## src/rtl/uart_buf_arbiter_if.sv

```systemverilog
// Handshake and RAM bus bundle between uart_buf_arbiter (slave) and its
// user/uart requesters plus the shared ring RAM (master side).
interface uart_buf_arbiter_if #(
  parameter int DEPTH_LOG2 = 8
);
  logic                  i_user_push;
  logic [7:0]            i_user_wdata;
  logic                  o_user_push_ack;
  logic                  i_user_pop;
  logic                  o_user_pop_ack;
  logic [7:0]            o_user_rdata;
  logic                  o_user_rvalid;
  logic                  i_uart_push;
  logic [7:0]            i_uart_wdata;
  logic                  o_uart_push_ack;
  logic                  i_uart_pop;
  logic                  o_uart_pop_ack;
  logic [7:0]            o_uart_rdata;
  logic                  o_uart_rvalid;
  logic [DEPTH_LOG2:0]   o_ram_r_addr;
  logic [7:0]            i_ram_r_data;
  logic [DEPTH_LOG2:0]   o_ram_w_addr;
  logic [7:0]            o_ram_w_data;
  logic                  o_ram_we;

  modport slave (
    input  i_user_push, i_user_wdata, i_user_pop,
    input  i_uart_push, i_uart_wdata, i_uart_pop, i_ram_r_data,
    output o_user_push_ack, o_user_pop_ack, o_user_rdata, o_user_rvalid,
    output o_uart_push_ack, o_uart_pop_ack, o_uart_rdata, o_uart_rvalid,
    output o_ram_r_addr, o_ram_w_addr, o_ram_w_data, o_ram_we
  );

  modport master (
    output i_user_push, i_user_wdata, i_user_pop,
    output i_uart_push, i_uart_wdata, i_uart_pop, i_ram_r_data,
    input  o_user_push_ack, o_user_pop_ack, o_user_rdata, o_user_rvalid,
    input  o_uart_push_ack, o_uart_pop_ack, o_uart_rdata, o_uart_rvalid,
    input  o_ram_r_addr, o_ram_w_addr, o_ram_w_data, o_ram_we
  );
endinterface

```

## src/rtl/uart_buf_arbiter.sv

```systemverilog
// Two ring buffers (RX at MSB=0, TX at MSB=1) sharing one RAM, with round-robin
// arbitration per RAM port. Optional drop counter: define UART_BUF_DROP_COUNT_EN.
module uart_buf_arbiter #(
  parameter int DEPTH_LOG2 = 8
) (
  input  logic                i_clk,
  input  logic                i_rst_n,
  uart_buf_arbiter_if.slave   bus,
  output logic [DEPTH_LOG2:0] o_rx_count,
  output logic [DEPTH_LOG2:0] o_tx_count,
  output logic                o_rx_overflow,
  input  logic                i_clr_overflow
`ifdef UART_BUF_DROP_COUNT_EN
  ,
  output logic [7:0]          o_drop_count
`endif
);

  localparam logic [DEPTH_LOG2:0]   FULL    = {1'b1, {DEPTH_LOG2{1'b0}}};
  localparam logic [DEPTH_LOG2:0]   CNT_ONE = {{DEPTH_LOG2{1'b0}}, 1'b1};
  localparam logic [DEPTH_LOG2-1:0] PTR_ONE = {{(DEPTH_LOG2-1){1'b0}}, 1'b1};

  logic [DEPTH_LOG2-1:0] rxHead_q, rxTail_q, txHead_q, txTail_q;
  logic [DEPTH_LOG2:0]   rxCount_q, rxCount_d, txCount_q, txCount_d;
  logic                  wrLastUser_q, rdLastUser_q;
  logic                  ramWe_q;
  logic [DEPTH_LOG2:0]   ramWAddr_q, ramRAddr_q;
  logic [7:0]            ramWData_q;
  logic                  userRdPend_q, uartRdPend_q;
  logic                  userRvalid_q, uartRvalid_q;
  logic [7:0]            userRdata_q, uartRdata_q;
  logic                  overflow_q;

  logic userPushElig, userPopElig, uartPopElig;
  logic userPushGnt, uartPushGnt, userPopGnt, uartPopGnt;
  logic rxFull, rxWrite, rxDrop;

  assign userPushElig = bus.i_user_push && (txCount_q != FULL);
  assign userPopElig  = bus.i_user_pop  && (rxCount_q != '0);
  assign uartPopElig  = bus.i_uart_pop  && (txCount_q != '0);

  // On contention the side not granted last wins; a lone eligible requester always wins.
  assign userPushGnt = i_rst_n && userPushElig && !(bus.i_uart_push && wrLastUser_q);
  assign uartPushGnt = i_rst_n && bus.i_uart_push && !(userPushElig && !wrLastUser_q);
  assign userPopGnt  = i_rst_n && userPopElig && !(uartPopElig && rdLastUser_q);
  assign uartPopGnt  = i_rst_n && uartPopElig && !(userPopElig && !rdLastUser_q);

  assign rxFull  = (rxCount_q == FULL);
  assign rxWrite = uartPushGnt && !rxFull;
  assign rxDrop  = uartPushGnt && rxFull;

  always_comb begin
    rxCount_d = rxCount_q;
    txCount_d = txCount_q;
    if (rxWrite && !userPopGnt)      rxCount_d = rxCount_q + CNT_ONE;
    else if (!rxWrite && userPopGnt) rxCount_d = rxCount_q - CNT_ONE;
    if (userPushGnt && !uartPopGnt)      txCount_d = txCount_q + CNT_ONE;
    else if (!userPushGnt && uartPopGnt) txCount_d = txCount_q - CNT_ONE;
  end

  always_ff @(posedge i_clk) begin
    if (!i_rst_n) begin
      rxHead_q     <= '0;
      rxTail_q     <= '0;
      txHead_q     <= '0;
      txTail_q     <= '0;
      rxCount_q    <= '0;
      txCount_q    <= '0;
      wrLastUser_q <= 1'b0;
      rdLastUser_q <= 1'b0;
      ramWe_q      <= 1'b0;
      ramWAddr_q   <= '0;
      ramWData_q   <= 8'h00;
      ramRAddr_q   <= '0;
      userRdPend_q <= 1'b0;
      uartRdPend_q <= 1'b0;
      userRvalid_q <= 1'b0;
      uartRvalid_q <= 1'b0;
      userRdata_q  <= 8'h00;
      uartRdata_q  <= 8'h00;
      overflow_q   <= 1'b0;
    end else begin
      rxCount_q <= rxCount_d;
      txCount_q <= txCount_d;
      if (rxWrite)     rxTail_q <= rxTail_q + PTR_ONE;
      if (userPopGnt)  rxHead_q <= rxHead_q + PTR_ONE;
      if (userPushGnt) txTail_q <= txTail_q + PTR_ONE;
      if (uartPopGnt)  txHead_q <= txHead_q + PTR_ONE;

      if (userPushGnt)      wrLastUser_q <= 1'b1;
      else if (uartPushGnt) wrLastUser_q <= 1'b0;
      if (userPopGnt)       rdLastUser_q <= 1'b1;
      else if (uartPopGnt)  rdLastUser_q <= 1'b0;

      ramWe_q <= userPushGnt || rxWrite;
      if (userPushGnt) begin
        ramWAddr_q <= {1'b1, txTail_q};
        ramWData_q <= bus.i_user_wdata;
      end else if (rxWrite) begin
        ramWAddr_q <= {1'b0, rxTail_q};
        ramWData_q <= bus.i_uart_wdata;
      end

      // Reads are two-stage: address out next cycle, RAM data back the cycle after.
      if (userPopGnt)      ramRAddr_q <= {1'b0, rxHead_q};
      else if (uartPopGnt) ramRAddr_q <= {1'b1, txHead_q};
      userRdPend_q <= userPopGnt;
      uartRdPend_q <= uartPopGnt;
      userRvalid_q <= userRdPend_q;
      uartRvalid_q <= uartRdPend_q;
      if (userRvalid_q) userRdata_q <= bus.i_ram_r_data;
      if (uartRvalid_q) uartRdata_q <= bus.i_ram_r_data;

      if (rxDrop)              overflow_q <= 1'b1;
      else if (i_clr_overflow) overflow_q <= 1'b0;
    end
  end

`ifdef UART_BUF_DROP_COUNT_EN
  logic [7:0] dropCount_q;

  // A drop in the same cycle as a clear restarts the count at one.
  always_ff @(posedge i_clk) begin
    if (!i_rst_n) begin
      dropCount_q <= 8'h00;
    end else if (rxDrop) begin
      if (i_clr_overflow)            dropCount_q <= 8'h01;
      else if (dropCount_q != 8'hFF) dropCount_q <= dropCount_q + 8'h01;
    end else if (i_clr_overflow) begin
      dropCount_q <= 8'h00;
    end
  end

  assign o_drop_count = dropCount_q;
`endif

  assign bus.o_user_push_ack = userPushGnt;
  assign bus.o_uart_push_ack = uartPushGnt;
  assign bus.o_user_pop_ack  = userPopGnt;
  assign bus.o_uart_pop_ack  = uartPopGnt;
  assign bus.o_ram_we        = ramWe_q;
  assign bus.o_ram_w_addr    = ramWAddr_q;
  assign bus.o_ram_w_data    = ramWData_q;
  assign bus.o_ram_r_addr    = ramRAddr_q;
  assign bus.o_user_rvalid   = userRvalid_q;
  assign bus.o_uart_rvalid   = uartRvalid_q;
  assign bus.o_user_rdata    = userRvalid_q ? bus.i_ram_r_data : userRdata_q;
  assign bus.o_uart_rdata    = uartRvalid_q ? bus.i_ram_r_data : uartRdata_q;
  assign o_rx_count          = rxCount_q;
  assign o_tx_count          = txCount_q;
  assign o_rx_overflow       = overflow_q;

endmodule

```

## src/flat_wrapper.sv

```systemverilog
// flat-port wrapper written by rule: the top's interface ports become plain ports
module uart_buf_arbiter_flat 
#(
  parameter int DEPTH_LOG2 = 8
)
  (i_clk, i_rst_n, o_rx_count, o_tx_count, o_rx_overflow, i_clr_overflow, bus_i_user_push, bus_i_user_wdata, bus_i_user_pop, bus_i_uart_push, bus_i_uart_wdata, bus_i_uart_pop, bus_i_ram_r_data, bus_o_user_push_ack, bus_o_user_pop_ack, bus_o_user_rdata, bus_o_user_rvalid, bus_o_uart_push_ack, bus_o_uart_pop_ack, bus_o_uart_rdata, bus_o_uart_rvalid, bus_o_ram_r_addr, bus_o_ram_w_addr, bus_o_ram_w_data, bus_o_ram_we);
  uart_buf_arbiter_if #(.DEPTH_LOG2(DEPTH_LOG2)) bus_i ();
  input  logic i_clk;
  input  logic i_rst_n;
  output logic [DEPTH_LOG2:0] o_rx_count;
  output logic [DEPTH_LOG2:0] o_tx_count;
  output logic o_rx_overflow;
  input  logic i_clr_overflow;
  input wire logic [$bits(bus_i.i_user_push)-1:0] bus_i_user_push;
  input wire logic [$bits(bus_i.i_user_wdata)-1:0] bus_i_user_wdata;
  input wire logic [$bits(bus_i.i_user_pop)-1:0] bus_i_user_pop;
  input wire logic [$bits(bus_i.i_uart_push)-1:0] bus_i_uart_push;
  input wire logic [$bits(bus_i.i_uart_wdata)-1:0] bus_i_uart_wdata;
  input wire logic [$bits(bus_i.i_uart_pop)-1:0] bus_i_uart_pop;
  input wire logic [$bits(bus_i.i_ram_r_data)-1:0] bus_i_ram_r_data;
  output wire logic [$bits(bus_i.o_user_push_ack)-1:0] bus_o_user_push_ack;
  output wire logic [$bits(bus_i.o_user_pop_ack)-1:0] bus_o_user_pop_ack;
  output wire logic [$bits(bus_i.o_user_rdata)-1:0] bus_o_user_rdata;
  output wire logic [$bits(bus_i.o_user_rvalid)-1:0] bus_o_user_rvalid;
  output wire logic [$bits(bus_i.o_uart_push_ack)-1:0] bus_o_uart_push_ack;
  output wire logic [$bits(bus_i.o_uart_pop_ack)-1:0] bus_o_uart_pop_ack;
  output wire logic [$bits(bus_i.o_uart_rdata)-1:0] bus_o_uart_rdata;
  output wire logic [$bits(bus_i.o_uart_rvalid)-1:0] bus_o_uart_rvalid;
  output wire logic [$bits(bus_i.o_ram_r_addr)-1:0] bus_o_ram_r_addr;
  output wire logic [$bits(bus_i.o_ram_w_addr)-1:0] bus_o_ram_w_addr;
  output wire logic [$bits(bus_i.o_ram_w_data)-1:0] bus_o_ram_w_data;
  output wire logic [$bits(bus_i.o_ram_we)-1:0] bus_o_ram_we;
  assign bus_i.i_user_push = bus_i_user_push;
  assign bus_i.i_user_wdata = bus_i_user_wdata;
  assign bus_i.i_user_pop = bus_i_user_pop;
  assign bus_i.i_uart_push = bus_i_uart_push;
  assign bus_i.i_uart_wdata = bus_i_uart_wdata;
  assign bus_i.i_uart_pop = bus_i_uart_pop;
  assign bus_i.i_ram_r_data = bus_i_ram_r_data;
  assign bus_o_user_push_ack = bus_i.o_user_push_ack;
  assign bus_o_user_pop_ack = bus_i.o_user_pop_ack;
  assign bus_o_user_rdata = bus_i.o_user_rdata;
  assign bus_o_user_rvalid = bus_i.o_user_rvalid;
  assign bus_o_uart_push_ack = bus_i.o_uart_push_ack;
  assign bus_o_uart_pop_ack = bus_i.o_uart_pop_ack;
  assign bus_o_uart_rdata = bus_i.o_uart_rdata;
  assign bus_o_uart_rvalid = bus_i.o_uart_rvalid;
  assign bus_o_ram_r_addr = bus_i.o_ram_r_addr;
  assign bus_o_ram_w_addr = bus_i.o_ram_w_addr;
  assign bus_o_ram_w_data = bus_i.o_ram_w_data;
  assign bus_o_ram_we = bus_i.o_ram_we;
  uart_buf_arbiter #(.DEPTH_LOG2(DEPTH_LOG2)) u_core (.i_clk(i_clk), .i_rst_n(i_rst_n), .bus(bus_i), .o_rx_count(o_rx_count), .o_tx_count(o_tx_count), .o_rx_overflow(o_rx_overflow), .i_clr_overflow(i_clr_overflow));
endmodule
```

## config.mk

```make
export PLATFORM = sky130hd
export DESIGN_NAME = uart_buf_arbiter_flat
export DESIGN_NICKNAME = d
export VERILOG_FILES = /design/src/rtl/uart_buf_arbiter_if.sv /design/src/rtl/uart_buf_arbiter.sv /design/src/flat_wrapper.sv
export SDC_FILE = /design/constraint.sdc
export NUM_CORES = 1
export LEC_CHECK = 0
export ABC_AREA = 1
export BUFFER_PORTS_ARGS = -buffer_cell sky130_fd_sc_hd__buf_2
export CORE_AREA = 2 2 107 120
export DETAILED_ROUTE_END_ITERATION = 8
export DIE_AREA = 0 0 109 122
export PLACE_DENSITY_LB_ADDON = 0.1
export SYNTH_ARGS = -nofsm -noshare
export SYNTH_HDL_FRONTEND = slang
export SYNTH_SLANG_ARGS = --single-unit
export TNS_END_PERCENT = 50
```

## constraint.sdc

```tcl
create_clock -name i_clk -period 3.54 [get_ports i_clk]
set_input_delay 0.354 -clock i_clk [delete_from_list [all_inputs] [get_ports i_clk]]
set_output_delay 0.354 -clock i_clk [all_outputs]
set_load 0.005 [all_outputs]
```

==> results.yml, run 1 <==
status:
  status: "finished clean"
setup_path:
  crit_family: "simple AND/OR/NAND/NOR gates"
  end_kind: "register"
  max_stage_delay_ps: 390
  cp.arrival_ps: 3230
  path_cells: "nor2_1 -> nand2_1 -> nor2_4 -> nand2_1 -> nand3_2 -> inv_1 -> nand2_2 -> ha_1 -> inv_1 -> ha_1 -> nand2_1 -> o21ai_0 -> a21oi_1 -> xor2_1 -> o21ai_0 -> inv_1"
  cp_slowest_cell: "ha_1"
  crit_path_max_fanout: 13
  required_ps: 3780
  startpoint_type: "register"
  crit_type: "reg2reg"
  critPathBufInv: 3
drt:
  wl_per_cell_um: 12.0
  routed-via-count: 4881
  wl_um: 12100
  drt-pass1-iter-count: 6
  antenna_left: 0
  via_per_inst: 4.83
  drt_iter0_drc: 192
  drc: 0
grt:
  antenna_found_initial: 0
  grt_pass1_vias: 4434
  grt.busiest_layer: "met2"
  grt_pass1_wl_um: 19700
  grt_use_met2_pct: 32.5
  met3_usage_pct: 4.07
  grt_max_degree: 48
  grtUsageMet1_pct: 22.0
  track_usage_pct: 18.3
  grt_overflow_total: 0
die:
  boundaryPins: 99
  initial_core_util_pct: 43.6
  die_h_um: 122
  placementRows: 43
  die_area_um2: 13300
  die_w_um: 109
  coreArea_um2: 12200
placement:
  place_ws_ps: 544
  place_congestion: 0.888
  place_inst: 994
  portBuffers: 98
  dp_hpwl_um: 8740
logic_synthesis:
  avgSynthCellArea_um2: 7.00
  syn_inst: 760
  async_reset_ff_share_pct: 0
  ys_ff_latch: 100
  yosysTopAreaCellShare_pct: 37.6
  ys_seq_area_share_pct: 37.6
  synth_top_flop_cell: "dfxtp_1"
  synth_top_cell_by_area: "dfxtp_1"
  ys_types: 39
  synth.net_count: 813
  synthTopCellsByArea: "dfxtp_1 (38%), nand2_1 (16%), a21oi_1 (6.4%)"
  yosys_warnings: 0
  synth_edf_count: 0
  syn_area_um2: 5320
sta:
  fin_crit_sh_pct: 84.6
  slew-limit-headroom_pct: 63.0
  fin_ws_ps: 545
  finalClockSkew_ps: 7.85
  rsz0062_at_grt: "false"
  hold_viol: 0
  fin_setup_tns_ps: 0
  post-route-min-period_ps: 2990
  fmax_ghz: 0.334
  worst_pin_slew_ps: 555
  maxSlewViolCount: 0
  setup_viol: 0
final_layout:
  area_growth_syn_to_layout_pct: 15.7
  layout_common_cells: "nand2_1 (226), dfxtp_1 (100), buf_2 (98)"
  final_cells: 1010
  mostFrequentLayoutCell: "nand2_1"
  diodes: 0
  drive_above_1_share_pct: 17.8
  final_util_pct: 50.4
  finish.net_count: 901
power:
  power_density_nw_per_um2: 576
  ir_drop_v: 0.000324
  finalPower_mw: 3.55
  leakagePower_nw: 3.10
clocking:
  postCtsSetupRepairBufs: 0
  cts_tree: "yes"
  h-tree-depth: 3
  cts_root_buf: "clkbuf_16"
  clk_latency_ps: 340
  numCtsBuffers: 9
  cts.clk_slew.worst_paths_ps: 70
  cts_hold_buf: 0
  cts_buffer_depth: 2
  cts_resized: 0
  clkSinkCount: 100
run:
  maxCapViolations: 0
min_path:
  worstHoldPathType: "in2reg"
-- path summary, 6_finish.rpt --
path                                           from                                   to  slack [ps]  cells after the start
hold reg to reg      u_core.userRdPend_q$_SDFF_PN0_  u_core.bus.o_user_rvalid$_SDFF_PN0_         420                      2
setup reg to reg  u_core.o_tx_count[4]$_SDFFE_PN0P_    u_core.o_tx_count[6]$_SDFFE_PN0P_         550                     16
setup / recovery  u_core.o_tx_count[4]$_SDFFE_PN0P_    u_core.o_tx_count[6]$_SDFFE_PN0P_         550                     16
hold / removal                       i_clr_overflow    u_core.o_rx_overflow$_SDFFE_PN0P_         260                      4
-- layer usage --
metal | share of wire (%) | up-vias
li1 | - | 2577
met1 | 45 | 2197
met2 | 49 | 95
met3 | 5.1 | 12
met4 | 1.1 | 0
met5 | 0 | -
-- sequential cells by signal, summed over array words and instances (netlist names) --
name                      flops
u_core.userRdata_q            8
u_core.o_rx_overflow          1
u_core.rxTail_q               8
u_core.bus.o_user_rvalid      1
u_core.bus.o_ram_w_data       8
u_core.rxHead_q               8
u_core.txHead_q               8
u_core.txTail_q               8
u_core.wrLastUser_q           1
u_core.bus.o_uart_rvalid      1
u_core.o_rx_count             9
u_core.uartRdPend_q           1
u_core.rdLastUser_q           1
u_core.uartRdata_q            8
u_core.o_tx_count             9
u_core.bus.o_ram_w_addr       9
u_core.bus.o_ram_r_addr       9
u_core.userRdPend_q           1
u_core.bus.o_ram_we           1
-- synth_stat cells (3+ instances only) --
master / count
nand2_2: 3
nor2_1: 81
buf_2: 4
xnor2_1: 14
o21ai_1: 6
nand3b_1: 13
nor2_2: 11
a21oi_1: 68
buf_6: 5
buf_4: 4
nand4_1: 7
nand3_1: 32
dfxtp_1: 100
xor2_1: 15
nand3_2: 3
o21ai_0: 31
ha_1: 20
clkbuf_1: 11
inv_2: 5
nand2_1: 226
nor3_1: 3
inv_1: 76
-- area by class of cell --
type                    instances  area, µm²
well taps                     157        196
multi-input cells             550       2820
fillers                      1270       6050
inverters                      82        310
clock buffers                  11        253
flip-flops and latches        100       2000
repair buffers                105        543
clock inverters                 5       36.3
-- power breakdown --
group	total [mW]	switching, mW	internal (mW)
registers	1.38	0.118	1.26
clock network	0.946	0.430	0.515
logic	1.22	0.736	0.484
total	3.55	1.28	2.26
-- worst register-to-register path, stage by stage, from the launching register on --
cell and delay (ps):
dfxtp_1 340, nor2_1 110, nand2_1 110, nor2_4 150, nand2_1 100, nand3_2 100, inv_1 60, nand2_2 200
ha_1 270, inv_1 160, ha_1 390, nand2_1 60, o21ai_0 320, a21oi_1 130, xor2_1 160, o21ai_0 160
inv_1 60
-- cells by family after synthesis --
| family | after synthesis | share of synthesized area, % |
|---|---|---|
| DFF | 100 | 37.6 |
| adders and majority gates | 22 | 5.45 |
| buffers and inverters | 110 | 9.40 |
| xor gates and xnor gates | 29 | 4.77 |
| and+or+nand+nor | 387 | 31.7 |
| AOI/OAI and AO/OA | 112 | 11.0 |
-- per-stage QoR --
step                instance area, µm²  hold slack [ps]
CTS                               6160              251
finish                            6160              261
floorplan                         5320              390
global placement                  5870              413
global route                      6160              290
detailed placement                5870              411
(Power assumes the default switching activity.)
==> inputs of run 2 (changes only) <==
Clock period 3.54 ns to 2.6 ns, I/O delays scaled along.
==> results.yml, run 2 (same netlist as run 1, synthesis figures left out) <==
status:
  status: "finished clean"
die:
  die_area_um2: 13300
  boundaryPins: 99
  placementRows: 43
  die_w_um: 109
  die_h_um: 122
  coreArea_um2: 12200
  initial_core_util_pct: 43.6
placement:
  dp_hpwl_um: 8800
  placed_area_um2: 6100
  place_ws_ps: -35.7
  place_congestion: 0.860
  portBuffers: 98
  place_inst: 1024
sta:
  whs_ps: 174
  fin_crit_sh_pct: 91.2
  worst_pin_slew_ps: 724
  hold_viol: 0
  fin_ws_ps: 229
  maxSlewViolCount: 0
  slew-limit-headroom_pct: 51.8
  fmax_ghz: 0.422
  setup_viol: 0
  post-route-min-period_ps: 2370
  fin_setup_tns_ps: 0
  finalClockSkew_ps: 5.52
clocking:
  postCtsSetupRepairBufs: 0
  cts.clk_slew.worst_paths_ps: 70
  numCtsBuffers: 9
  cts_tree: "yes"
  cts_root_buf: "clkbuf_16"
  cts_buffer_depth: 2
  h-tree-depth: 3
  clk_latency_ps: 340
  clkSinkCount: 100
  cts_hold_buf: 0
final_layout:
  drive_above_1_share_pct: 22.9
  area_growth_syn_to_layout_pct: 23.1
  diodes: 0
  final_cells: 1040
  finish.net_count: 931
  layout_common_cells: "nand2_1 (225), dfxtp_1 (100), buf_2 (98)"
  fillCellCount: 1185
  mostFrequentLayoutCell: "nand2_1"
  final_util_pct: 53.6
  design_area_um2: 6550
setup_path:
  startpoint: "u_core.o_tx_count[6]$_SDFFE_PN0P_"
  max_stage_delay_ps: 320
  worstRegToRegCells: 17
  end_kind: "register"
  crit_path_max_fanout: 4
  r2r_start: "u_core.o_tx_count[6]$_SDFFE_PN0P_"
  cp_slowest_cell: "dfxtp_1"
  crit_type: "reg2reg"
  r2r-end: "u_core.o_tx_count[6]$_SDFFE_PN0P_"
  path_cells: "nor2_2 -> nand2_2 -> nor2_4 -> nand2_1 -> nand3_2 -> inv_1 -> nand2_2 -> ha_4 -> inv_4 -> ha_4 -> nand2_1 -> o21ai_0 -> buf_4 -> a21oi_1 -> xor2_1 -> o21ai_1 -> inv_1"
  startpoint_type: "register"
  cp.arrival_ps: 2600
  required_ps: 2830
  r2r_slack_ps: 230
  crit_end: "u_core.o_tx_count[6]$_SDFFE_PN0P_"
drt:
  routed-via-count: 4951
  via_per_inst: 4.76
  drc: 0
  wl_per_cell_um: 12.0
  drt_iter0_drc: 323
  drt-pass1-iter-count: 4
  wl_um: 12400
  antenna_left: 0
min_path:
  whs_path_depth: 4
  hp-start: "i_clr_overflow"
  worstHoldPathType: "in2reg"
grt:
  grt_use_met2_pct: 32.1
  met3_usage_pct: 3.58
  track_usage_pct: 18.8
  grt_overflow_total: 0
  grt_max_degree: 63
  grtUsageMet1_pct: 24.1
  grt_pass1_wl_um: 20100
  grt_pass1_vias: 4462
  antenna_found_initial: 0
  grt.busiest_layer: "met2"
power:
  leakagePower_nw: 3.27
  power_density_nw_per_um2: 799
  ir_drop_v: 0.000428
  finalPower_mw: 5.23
run:
  maxCapViolations: 0
-- run 2: cell types whose count changed in the layout (fill, tap and decap cells not counted), moves of 3 or more --
cell	change
buf_4	+29
ha_1	-11
ha_4	+9
o21ai_0	-4
inv_6	+3
o21ai_1	+3
-- run 2: final cells by class --
cell class / count / area, µm² / area share, %
inverters: 82 / 315 / 4.81
well taps: 157 / 196 / 3.00
multi-input cells: 550 / 2970 / 45.3
clock buffers: 9 / 225 / 3.44
flip-flops and latches: 100 / 2000 / 30.6
repair buffers: 135 / 772 / 11.8
clock inverters: 7 / 73.8 / 1.13
-- run 2: repair_timing --
item | 4_1_cts | 5_1_grt
pin swaps | 2 | 2
gates resized for setup | 3 | 27
endpoints found under the setup margin | 7 | 11
-- run 2: worst min path at each step --
stage                                          endpoint  slack, ps
floorplan           u_core.bus.o_uart_rvalid$_SDFF_PN0_        390
global placement    u_core.bus.o_user_rvalid$_SDFF_PN0_        400
detailed placement  u_core.bus.o_user_rvalid$_SDFF_PN0_        400
CTS                   u_core.o_rx_overflow$_SDFFE_PN0P_        160
global route          u_core.o_rx_overflow$_SDFFE_PN0P_        180
finish                u_core.o_rx_overflow$_SDFFE_PN0P_        170
-- run 2: per-layer routing --
layer	share of wire, %	wire length, µm	vias to the layer above
met3	4.2	523	4
li1	-	-	2634
met5	0	0	-
met2	49	6060	90
met4	0.61	76	0
met1	47	5790	2223
-- run 2: power breakdown --
part           total (mW)  leakage, nW  internal (mW)  switching, mW
clock                1.35        0.147          0.754          0.601
combinational        2.04         2.30          0.901           1.14
sequential           1.84        0.817           1.72          0.118
total                5.23         3.27           3.37           1.86
-- run 2: critical path: cells and delay by family, from the launching register on --
kind	cells	cell delay, ps
xor+xnor	1	150
fa+ha+maj	2	460
buf+inv	4	320
flops	1	320
simple gates	7	660
compound gates	3	380
